`src/rtl/sram_axi_bridge.sv`:
```
// Bridges the core's instruction and data SRAM-like ports onto one AXI3 master.
// Optional macro BRIDGE_RAW_ADDR_CHECK_EN: only same-word data reads wait for a busy write.
module sram_axi_bridge (
    input  logic        clk,
    input  logic        resetn,
    // instruction fetch port
    input  logic        inst_sram_req,
    input  logic        inst_sram_wr,
    input  logic [1:0]  inst_sram_size,
    input  logic [3:0]  inst_sram_wstrb,
    input  logic [31:0] inst_sram_addr,
    input  logic [31:0] inst_sram_wdata,
    output logic        inst_sram_addr_ok,
    output logic        inst_sram_data_ok,
    output logic [31:0] inst_sram_rdata,
    // data load/store port
    input  logic        data_sram_req,
    input  logic        data_sram_wr,
    input  logic [1:0]  data_sram_size,
    input  logic [3:0]  data_sram_wstrb,
    input  logic [31:0] data_sram_addr,
    input  logic [31:0] data_sram_wdata,
    output logic        data_sram_addr_ok,
    output logic        data_sram_data_ok,
    output logic [31:0] data_sram_rdata,
    // AXI read address / data
    output logic [3:0]  arid,
    output logic [31:0] araddr,
    output logic [3:0]  arlen,
    output logic [2:0]  arsize,
    output logic [1:0]  arburst,
    output logic [1:0]  arlock,
    output logic [3:0]  arcache,
    output logic [2:0]  arprot,
    output logic        arvalid,
    input  logic        arready,
    input  logic [3:0]  rid,
    input  logic [31:0] rdata,
    input  logic [1:0]  rresp,
    input  logic        rlast,
    input  logic        rvalid,
    output logic        rready,
    // AXI write address / data / response
    output logic [3:0]  awid,
    output logic [31:0] awaddr,
    output logic [3:0]  awlen,
    output logic [2:0]  awsize,
    output logic [1:0]  awburst,
    output logic [1:0]  awlock,
    output logic [3:0]  awcache,
    output logic [2:0]  awprot,
    output logic        awvalid,
    input  logic        awready,
    output logic [3:0]  wid,
    output logic [31:0] wdata,
    output logic [3:0]  wstrb,
    output logic        wlast,
    output logic        wvalid,
    input  logic        wready,
    input  logic [3:0]  bid,
    input  logic [1:0]  bresp,
    input  logic        bvalid,
    output logic        bready
);

    localparam logic [3:0] ID_INST = 4'd0;
    localparam logic [3:0] ID_DATA = 4'd1;

    typedef enum logic       {R_IDLE, R_AR}          rstate_t;
    typedef enum logic [1:0] {W_IDLE, W_REQ, W_RESP} wstate_t;

    rstate_t     r_rstate, w_rstate_next;
    wstate_t     r_wstate, w_wstate_next;
    logic [3:0]  r_arid;
    logic [31:0] r_araddr;
    logic [1:0]  r_arsize;
    logic        r_inst_out, r_data_out;
    logic [31:0] r_awaddr, r_wdata;
    logic [1:0]  r_awsize;
    logic [3:0]  r_wstrb;
    logic        r_awvalid, r_wvalid;

    logic w_raw_block, w_data_rd_cand, w_inst_rd_cand, w_ar_hs;
    logic w_wr_accept, w_aw_done, w_w_done, w_wr_addr_ok;
    logic w_unused;

`ifdef BRIDGE_RAW_ADDR_CHECK_EN
    assign w_raw_block = (r_wstate != W_IDLE) && (data_sram_addr[31:2] == r_awaddr[31:2]);
`else
    assign w_raw_block = (r_wstate != W_IDLE);
`endif

    assign w_data_rd_cand = data_sram_req && !data_sram_wr && !r_data_out && !w_raw_block;
    assign w_inst_rd_cand = inst_sram_req && !r_inst_out;
    assign w_ar_hs        = (r_rstate == R_AR) && arready;

    // NOTE: always_comb gives every output a default first, so no path can infer a latch.
    always_comb begin
        w_rstate_next = r_rstate;
        if (r_rstate == R_IDLE) begin
            if (w_data_rd_cand || w_inst_rd_cand) w_rstate_next = R_AR;
        end else if (arready) begin
            w_rstate_next = R_IDLE;
        end
    end

    // NOTE: sequential state uses non-blocking assignments so every register samples pre-edge values.
    always_ff @(posedge clk or negedge resetn) begin
        if (!resetn) begin
            r_rstate   <= R_IDLE;
            r_arid     <= ID_INST;
            r_araddr   <= 32'd0;
            r_arsize   <= 2'd0;
            r_inst_out <= 1'b0;
            r_data_out <= 1'b0;
        end else begin
            r_rstate <= w_rstate_next;
            if (r_rstate == R_IDLE) begin
                if (w_data_rd_cand) begin
                    r_arid   <= ID_DATA;
                    r_araddr <= data_sram_addr;
                    r_arsize <= data_sram_size;
                end else if (w_inst_rd_cand) begin
                    r_arid   <= ID_INST;
                    r_araddr <= inst_sram_addr;
                    r_arsize <= inst_sram_size;
                end
            end
            // A handshake wins over a same-cycle stale response carrying the same ID.
            if (w_ar_hs && r_arid == ID_INST)   r_inst_out <= 1'b1;
            else if (rvalid && rid == ID_INST)  r_inst_out <= 1'b0;
            if (w_ar_hs && r_arid == ID_DATA)   r_data_out <= 1'b1;
            else if (rvalid && rid == ID_DATA)  r_data_out <= 1'b0;
        end
    end

    assign w_wr_accept  = (r_wstate == W_IDLE) && data_sram_req && data_sram_wr;
    assign w_aw_done    = !r_awvalid || awready;
    assign w_w_done     = !r_wvalid  || wready;
    assign w_wr_addr_ok = (r_wstate == W_REQ) && w_aw_done && w_w_done;

    always_comb begin
        w_wstate_next = r_wstate;
        case (r_wstate)
            W_IDLE:  if (w_wr_accept)  w_wstate_next = W_REQ;
            W_REQ:   if (w_wr_addr_ok) w_wstate_next = W_RESP;
            W_RESP:  if (bvalid)       w_wstate_next = W_IDLE;
            default:                   w_wstate_next = W_IDLE;
        endcase
    end

    always_ff @(posedge clk or negedge resetn) begin
        if (!resetn) begin
            r_wstate  <= W_IDLE;
            r_awaddr  <= 32'd0;
            r_awsize  <= 2'd0;
            r_wstrb   <= 4'd0;
            r_wdata   <= 32'd0;
            r_awvalid <= 1'b0;
            r_wvalid  <= 1'b0;
        end else begin
            r_wstate <= w_wstate_next;
            if (w_wr_accept) begin
                r_awaddr  <= data_sram_addr;
                r_awsize  <= data_sram_size;
                r_wstrb   <= data_sram_wstrb;
                r_wdata   <= data_sram_wdata;
                r_awvalid <= 1'b1;
                r_wvalid  <= 1'b1;
            end else if (r_wstate == W_REQ) begin
                if (awready) r_awvalid <= 1'b0;
                if (wready)  r_wvalid  <= 1'b0;
            end
        end
    end

    assign inst_sram_addr_ok = w_ar_hs && (r_arid == ID_INST);
    assign inst_sram_data_ok = rvalid && (rid == ID_INST) && r_inst_out;
    assign inst_sram_rdata   = rdata;
    assign data_sram_addr_ok = (w_ar_hs && (r_arid == ID_DATA)) || w_wr_addr_ok;
    assign data_sram_data_ok = (rvalid && (rid == ID_DATA) && r_data_out)
                             || ((r_wstate == W_RESP) && bvalid);
    assign data_sram_rdata   = rdata;

    assign arid    = r_arid;
    assign araddr  = r_araddr;
    assign arlen   = 4'd0;
    assign arsize  = {1'b0, r_arsize};
    assign arburst = 2'b01;
    assign arlock  = 2'd0;
    assign arcache = 4'd0;
    assign arprot  = 3'd0;
    assign arvalid = (r_rstate == R_AR);
    assign rready  = 1'b1;

    assign awid    = ID_DATA;
    assign awaddr  = r_awaddr;
    assign awlen   = 4'd0;
    assign awsize  = {1'b0, r_awsize};
    assign awburst = 2'b01;
    assign awlock  = 2'd0;
    assign awcache = 4'd0;
    assign awprot  = 3'd0;
    assign awvalid = r_awvalid;
    assign wid     = ID_DATA;
    assign wdata   = r_wdata;
    assign wstrb   = r_wstrb;
    assign wlast   = 1'b1;
    assign wvalid  = r_wvalid;
    assign bready  = 1'b1;

    assign w_unused = ^{inst_sram_wr, inst_sram_wstrb, inst_sram_wdata, rresp, rlast, bid, bresp};

endmodule

```
`config.mk`:
```
export PLATFORM = sky130hd
export DESIGN_NAME = sram_axi_bridge
export DESIGN_NICKNAME = d
export VERILOG_FILES = /design/src/rtl/sram_axi_bridge.sv
export SDC_FILE = /design/constraint.sdc
export NUM_CORES = 1
export LEC_CHECK = 0
export CORE_AREA = 5 5 159 161
export CTS_CLUSTER_SIZE = 24
export DETAILED_ROUTE_END_ITERATION = 8
export DIE_AREA = 0 0 164 166
export GPL_TIMING_DRIVEN = 1
export PLACE_DENSITY = 0.63
export SLEW_MARGIN = 20
export SYNTH_ARGS = -nofsm -noshare
export SYNTH_HDL_FRONTEND = slang
export SYNTH_SLANG_ARGS = --single-unit
```
`constraint.sdc`:
```
create_clock -name clk -period 2.06 [get_ports clk]
set_clock_uncertainty 0.1 [all_clocks]
set_input_delay 0.309 -clock clk [delete_from_list [all_inputs] [get_ports clk]]
set_output_delay 0.309 -clock clk [all_outputs]
set_load 0.01 [all_outputs]
```
## Word level (Yosys, flattened, before mapping)

Index checks and enable logic that the tools add are counted.

- Equality and inequality tests: 7
- Mux-type cells: 23
- Bitwise gates (word level): 1
- Reductions and logical operators: 41

Operator list:

| cell | number |
|---|---|
| 2-to-1 mux 32 bit | 2 |
| logical AND 1 bit | 16 |
| nonzero test 2 bit | 7 |
| 2-to-1 mux 1 bit | 13 |
| 2-to-1 mux 2 bit | 5 |
| == test 4 x 1 -> 1 bit, second input constant | 2 |
| logical NOT 4 bit | 2 |
| 2-to-1 mux 4 bit | 2 |
| logical NOT 1 bit | 6 |
| inequality test 2 bit, second input constant | 3 |
| case mux 2 bit (3 select lines) | 1 |
| AND reduction 2 bit | 3 |
| logical OR 1 bit | 5 |
| AND reduction 3 bit | 1 |
| == test 2 x 1 -> 1 bit, second input constant | 1 |
| == test 2 bit, second input constant | 1 |
| logical NOT 2 bit | 1 |
| NOT 1 bit | 1 |

- Bits in registers: 115
- Bits of input ports: 196

## Depth between registers and ports, before layout

Gate-level depths: netlist of the first run.

- Word-level depth: 7
- Gate-level depth with buffers: 6
- Mapped depth without buffers: 3

## Least setup slack after synthesis of the first run

No wires, ideal clock.

- Kind: flip-flop to flip-flop
- Start point: register r_rstate (netlist: arvalid)
- End point: register r_araddr[0] (netlist: araddr[0])
- Setup time: 0.094 ns
- Data arrival time: 1.610 ns
- Path slack: 0.256 ns
- Cell stages (with the launch flop): 7
- Period minus slack after synthesis: 1.804 ns
- Cell sequence: dfrtp_1 or3_1 buf_2 o21a_1 buf_6 buf_6 a221oi_2

- Word-level cells in the longest chain between the ends: 2

Ends and longest elaborated chain:

| item | line | text |
|---|---|---|
| start, declared | 72 | `rstate_t r_rstate, w_rstate_next;` |
| start signal, assigned | 117 | `r_rstate <= w_rstate_next;` |
| NOT 1 bit (no source line) | -- |  |
| AND reduction 2 bit (no source line) | -- |  |
| end signal, assigned | 121 | `r_araddr <= data_sram_addr;` |
| end signal, assigned | 125 | `r_araddr <= inst_sram_addr;` |
| end, declared | 75 | `logic [31:0] r_araddr;` |

Every way passes these cells.
A chain may end at the register's enable or synchronous reset.

## Worst setup path in the final report of the first run

- Start point: input port rvalid
- End point: output port data_sram_data_ok

- Word-level cells in the longest chain between the ends: 3

Ends and longest elaborated chain:

| item | line | text |
|---|---|---|
| start, declared | 41 | `input logic rvalid,` |
| logical AND 1 bit (2 in series) | 181 | `assign data_sram_data_ok = (rvalid && (rid == ID_DATA) && r_data_out)` |
| logical OR 1 bit | 182 | `\|\| ((r_wstate == W_RESP) && bvalid);` |
| end, declared | 24 | `output logic data_sram_data_ok,` |

Every way passes these cells.

==> qor.csv, run 1 <==
metric,value,unit
outcome,finished clean,
ff_latch_area,2803,sq um
drt-total-wl,15.88,mm
arrival,1.61,ns
cts.sinks,112,
critical-path-top-delay-family,buffers and inverters,
start_util,23.81,%
yosysWarningCount,0,
clk_path_buf_depth,2,
yosysSeqAreaShare,49.42,%
rows,57,
syn_area,5672,sq um
insertion_delay,0.36,ns
diodes,0,
period_share,98.06,%
gp_congestion,0.7241,
synth-async-reset-ratio,100.0,%
final_cells,990,
cts_buffers,9,
endpoint_kind,output pin,
io_pins,418,
yosys_register_bits,112,
wl_per_cell,16.04,microns
gr-usage-all-layers,11.58,%
grt_max_degree,46,
crit_chain,clkdlybuf4s50_1 > nor4b_4 > buf_4 > buf_4 > buf_4 > nand3_2 > o21ai_2 > buf_2,
grt_pass1_vias,4132,
die_y,166,microns
rrSetupSlack,0.21,ns
fin_util,34.44,%
grt_pass1_wl,24.46,mm
ir_drop,0.5025,mV
synth_edf_count,0,
path_class,in -> out,
die_w,164,microns
cp_slowest_cell,clkdlybuf4s50_1,
synth_cells,490,
setup_ws,0.04001,ns
cts_root_buffer,clkbuf_16,
max_stage_delay,0.48,ns
post_drt_via_cell_ratio,3.909,
crit_top_cell,buf_4,
syn_to_final_growth,44.65,%
final_area,8204,sq um
drtIter0Drc,96,
final_max_slew_viol_count,0,
worstPathMaxFanout,2,
drive_above_1_share,22.22,%
io_buffers,229,
crit_required,1.65,ns
nNetsFinal,857,
critPathBufInv,5,
avgSynthCellArea,11.57,sq um
max_freq,495.1,MHz
final-hold-violation-count,0,
htreeDepth,3,
max_cap_viol_count,0,
post-dp-hpwl,11.63,mm
numPlacedInstances,970,
final.setup.tns,0,ns
ys_types,31,
cts_tree,done,
period_needed,2.020,ns
grt_antenna_before_repair,0,
placed_area,7810,sq um
power_density,1384,nW/um^2
fillers,2450,
drc,0,
setup_viol,0,
clk_pin_slew,0.09,ns
synth_top_flop_cell,dfrtp_1,
ant_nets,0,
vias,3870,
die-area,27220,sq um
p_leak,3.563,nW
grt_overflow,0,
multi_input_comb_area,1847,sq um
holdCritPathClass,in -> async,
design.core.area,23820,sq um
dpl_worst_slack,-0.3377,ns
crit_path_start_kind,input pin,
hold_ws,0.3047,ns
first_pass_iters,4,
p_total,11.36,mW
where the power goes:
part | leakage (nW) | internal (mW) | switching (mW)
combinational | 2.11 | 3.26 | 2.25
sequential | 1.29 | 3.29 | 0.542
clock | 0.164 | 1.10 | 0.917
worst reg2reg max path: cells and delay by family, from the launching register on:
kind | cells | cell delay, ns
AOI/OAI and AO/OA | 2 | 0.56
buffers and inverters | 1 | 0.18
and+or+nand+nor | 1 | 0.49
DFF | 1 | 0.42
synth_stat cells, types with 3 or more instances:
cell,count,share of area [%]
dfrtp_1,112,49
buf_4,110,15
inv_1,73,4.8
mux2_2,69,14
nor3_1,34,3.0
a221oi_2,29,7.7
buf_2,13,1.1
clkbuf_1,6,0.40
a221oi_1,5,0.77
buf_6,4,0.79
nand2_1,4,0.26
a21oi_1,3,0.26
cell type report:
| class | count | area share (%) |
|---|---|---|
| clock buffers | 9 | 2.745 |
| clock inverters | 7 | 1.357 |
| well taps | 324 | 4.941 |
| multi-input cells | 216 | 22.51 |
| inverters | 73 | 3.340 |
| flip-flops and latches | 112 | 34.16 |
| repair buffers | 249 | 30.94 |
path summary, 6_finish.rpt:
kind | startpoint | to | depth (start not counted)
min | resetn | wdata[12]$_DFFE_PN0P_ | 2
min reg2reg | awaddr[12]$_DFFE_PN0P_ | awaddr[12]$_DFFE_PN0P_ | 1
max in group asynchronous | resetn | araddr[6]$_DFFE_PN0P_ | 3
max reg2reg | r_wstate[1]$_DFFE_PN0P_ | araddr[26]$_DFFE_PN0P_ | 4
max | rvalid | data_sram_data_ok | 8
min in group clk | awaddr[12]$_DFFE_PN0P_ | awaddr[12]$_DFFE_PN0P_ | 1
logic make-up (layout without fill, tap and decap cells):
group | after synthesis | in the layout | synth area share (%)
muxes | 70 | 70 | 13.90
AOI/OAI and AO/OA | 46 | 46 | 9.773
buffers and inverters | 206 | 338 | 21.73
and+or+nand+nor | 54 | 54 | 5.052
other | 2 | 46 | 0.1324
DFF | 112 | 112 | 49.42
timing repair:
action	in CTS	in global routing
resized for setup	11	5
pin swaps	1	1
setup buffers	3	0
setup endpoints to repair	3	2
hold buffers	1	0
endpoints found under the hold margin	25	0
layer usage:
metal  vias to the layer above  share of wire [%]  track usage (%)
li1                       1817                  -                -
met1                      1852                 38            13.12
met2                       158                 51            19.70
met3                        43                8.8            4.120
met4                         0                3.0            4.741
met5                         -                  0                0
registers in the layout, indices dropped and copies added, names as in the netlist:
| signal | count |
|---|---|
| araddr | 32 |
| awaddr | 32 |
| wdata | 32 |
| wstrb | 4 |
| r_arsize | 2 |
| r_awsize | 2 |
| r_wstate | 2 |
| arid | 1 |
| arvalid | 1 |
| awvalid | 1 |
| r_data_out | 1 |
| r_inst_out | 1 |
| wvalid | 1 |
cell usage in the layout, fill, tap and decap left out, types with 5 or more instances in the layout:
master           Yosys  layout
a221oi_2            29      29
mux2_2              69      69
nor3_1              34      34
inv_1               73      73
buf_4              110      12
clkbuf_16            0       9
a221oi_1             5       5
buf_12               0       8
conb_1               2      46
dfrtp_1            112     112
clkdlybuf4s50_1      0     222
Power figures use the tool's default switching activity.
==> run 2: changes to the inputs <==
Settings changed: ABC_AREA set to 1, CORE_AREA 5 5 159 161 to 5 5 160 162, DIE_AREA 0 0 164 166 to 0 0 165 167.
==> run 2 against run 1 <==
Against the previous run: combinational power is 5.6% lower; global-route usage is 1.9 points higher; area after synthesis is 2.3% higher; sequential cell count stayed put; synthesized cell count is 47% higher; die area is 1.2% higher; non-clock buffer count is 2 higher.
==> qor.csv, run 2 <==
metric,value,unit,change
outcome,finished clean,,
synth_area_leaders,"dfrtp_1 (48%), buf_4 (15%), nand2_1 (14%)",,
synth_edf_count,0,,unchanged
nNetsFinal,1076,,+26%
rows,57,,unchanged
insertion_delay,0.35,ns,about the same
p_clk_share,16.2,%,-1.5 points
ir_drop,0.4438,mV,-12%
path_class,reg -> out,,
numPlacedInstances,1191,,+23%
p_leak,4.069,nW,+14%
max_cap_viol_count,0,,unchanged
drive_above_1_share,5.311,%,-17 points
grt_antenna_before_repair,0,,unchanged
gr-usage-all-layers,13.52,%,+1.9 points
use_met1,17.12,%,+4.0 points
p_seq_share,35.4,%,+1.7 points
synth_top_area_cell,dfrtp_1,,
synth_cells,720,,+47%
grt_pass1_vias,4965,,+20%
synth_top_flop_cell,dfrtp_1,,
io_buffers,229,,unchanged
dpl_worst_slack,-0.04550,ns,+0.2922 ns
slew_headroom,56.84,%,
final_area,8219,sq um,+0.18%
tightest_slew,0.6474,ns,
gp_congestion,0.7565,,+4.5%
cts_tree,done,,
avgSynthCellArea,8.058,sq um,-30%
syn_to_final_growth,41.66,%,
final_max_slew_viol_count,0,,unchanged
first_pass_iters,4,,unchanged
final_cell_mix,"clkdlybuf4s50_1 (225), nand2_1 (218), dfrtp_1 (112)",,
max_freq,506.7,MHz,+2.4%
pwr-share-comb,48.4,%,-0.2 points
power_density,1308,nW/um^2,-5.5%
cellInternalPower,6.747,mW,-12%
arrival,1.56,ns,-0.05 ns
syn_area,5802,sq um,+2.3%
final_cells,1209,,+22%
drtIter0Drc,175,,+82%
start_util,24.21,%,+0.40 points
drt-total-wl,18.95,mm,+19%
crit_path_start_kind,flip-flop,,
met2_usage,21.61,%,+1.9 points
die_y,167,microns,+0.60%
final.setup.tns,0,ns,unchanged
vias,4886,,+26%
design.core.area,23960,sq um,+0.60%
diodes,0,,unchanged
placed_area,7919,sq um,+1.4%
grt_max_degree,113,,+150%
cts_buffers,9,,unchanged
yosysSeqAreaShare,48.31,%,-1.1 points
busiest_layer,met2,,
htreeDepth,3,,unchanged
post-dp-hpwl,13.86,mm,+19%
setup_ws,0.08650,ns,+0.04648 ns
fin_util,34.30,%,-0.14 points
synthTopCellsByCount,"nand2_1 (218), buf_4 (113), dfrtp_1 (112), inv_1 (77), o21ai_1 (70)",,
yosysMostFrequentCell,nand2_1,,
use_met3,4.523,%,+0.40 points
drc,0,,unchanged
ys_types,21,,-32%
die-area,27560,sq um,+1.2%
p_sw_share,37.25,%,+4.6 points
yosys_register_bits,112,,unchanged
cts_root_buffer,clkbuf_16,,
clk_path_buf_depth,2,,unchanged
power_switching,4.005,mW,+8.0%
ant_nets,0,,unchanged
final_common_cell,clkdlybuf4s50_1,,
final-hold-violation-count,0,,unchanged
crit_required,1.65,ns,about the same
holdCritPathClass,in -> reg,,
period_share,95.80,%,-2.3 points
hold_ws,0.3864,ns,+0.08164 ns
io_pins,418,,unchanged
post_drt_via_cell_ratio,4.041,,+3.4%
yosysWarningCount,0,,unchanged
worstPathMaxFanout,4,,+2
wl_per_cell,15.67,microns,-2.3%
die_w,165,microns,+0.61%
grt_pass1_wl,29.06,mm,+19%
endpoint_kind,output pin,,
netlist.area_leader.share,48.31,%,-1.1 points
clk_pin_slew,0.08,ns,about the same
synth-async-reset-ratio,100.0,%,unchanged
grt_overflow,0,,unchanged
setup_viol,0,,unchanged
p_total,10.75,mW,-5.3%
grt_setup_unrepaired,no,,
cts.sinks,112,,unchanged
period_needed,1.974,ns,-0.04648 ns
==> run 2: final timing paths <==
check                                              from  cells past startpoint  slack, ns                endpoint
max in group asynchronous                        resetn                      3       0.88  araddr[25]$_DFFE_PN0P_
worst max-delay path            r_wstate[0]$_DFFE_PN0P_                      3       0.09       data_sram_data_ok
min in group asynchronous                        resetn                      3       0.48   wdata[25]$_DFFE_PN0P_
worst min-delay path                data_sram_wdata[25]                      3       0.39   wdata[25]$_DFFE_PN0P_
worst min register to register   r_inst_out$_DFFE_PN0P_                      2       0.39  r_inst_out$_DFFE_PN0P_
worst max register to register  r_wstate[1]$_DFFE_PN0P_                      6       0.45  awaddr[29]$_DFFE_PN0P_
==> run 2: power groups by stage <==
stage	clock network (mW)	registers (mW)	logic, mW
global route	1.93	3.95	5.73
global placement	0	3.81	5.24
floorplan	0	4.27	1.87
finish	1.75	3.80	5.20
detailed placement	0	3.84	5.29
CTS	1.84	3.82	5.29
==> run 2: kinds of logic (layout without fill, tap and decap cells) <==
group,count (synthesis),after routing,share of synthesized area [%]
flip-flops,112,112,48.31
AO/OA/AOI/OAI,76,76,6.621
AND/OR/NAND/NOR,305,305,22.84
other,2,46,0.1294
buffers and inverters,225,346,22.10
==> run 2: critical path, cell delays in order, from the launching register on <==
cell	delay [ns]
dfrtp_1	0.44
or2_2	0.32
o22ai_1	0.15
dlygate4sd2_1	0.30
==> run 2: final cells by class <==
class,instances,area [sq um]
Clock inverter,5,40.04
Tap cell,324,405.4
Inverter,79,296.5
Sequential cell,112,2803
Multi-Input combinational cell,427,1899
Clock buffer,11,242.7
Fill cell,2513,15740
Timing Repair Buffer,251,2532
==> run 2: routing by layer <==
layer	wire, microns	share of wire, %	vias to the layer above
li1	-	-	2433
met1	8099	43	2229
met2	8706	46	183
met3	1678	8.9	41
met4	463	2.4	0
met5	0	0	-
==> run 2: what timing repair did <==
item,in CTS,in global routing
endpoints found under the hold margin,99,0
gates resized for setup,2,1
pin swaps,0,0
buffers inserted,0,1
hold buffers,1,0
endpoints found under the setup margin,2,2
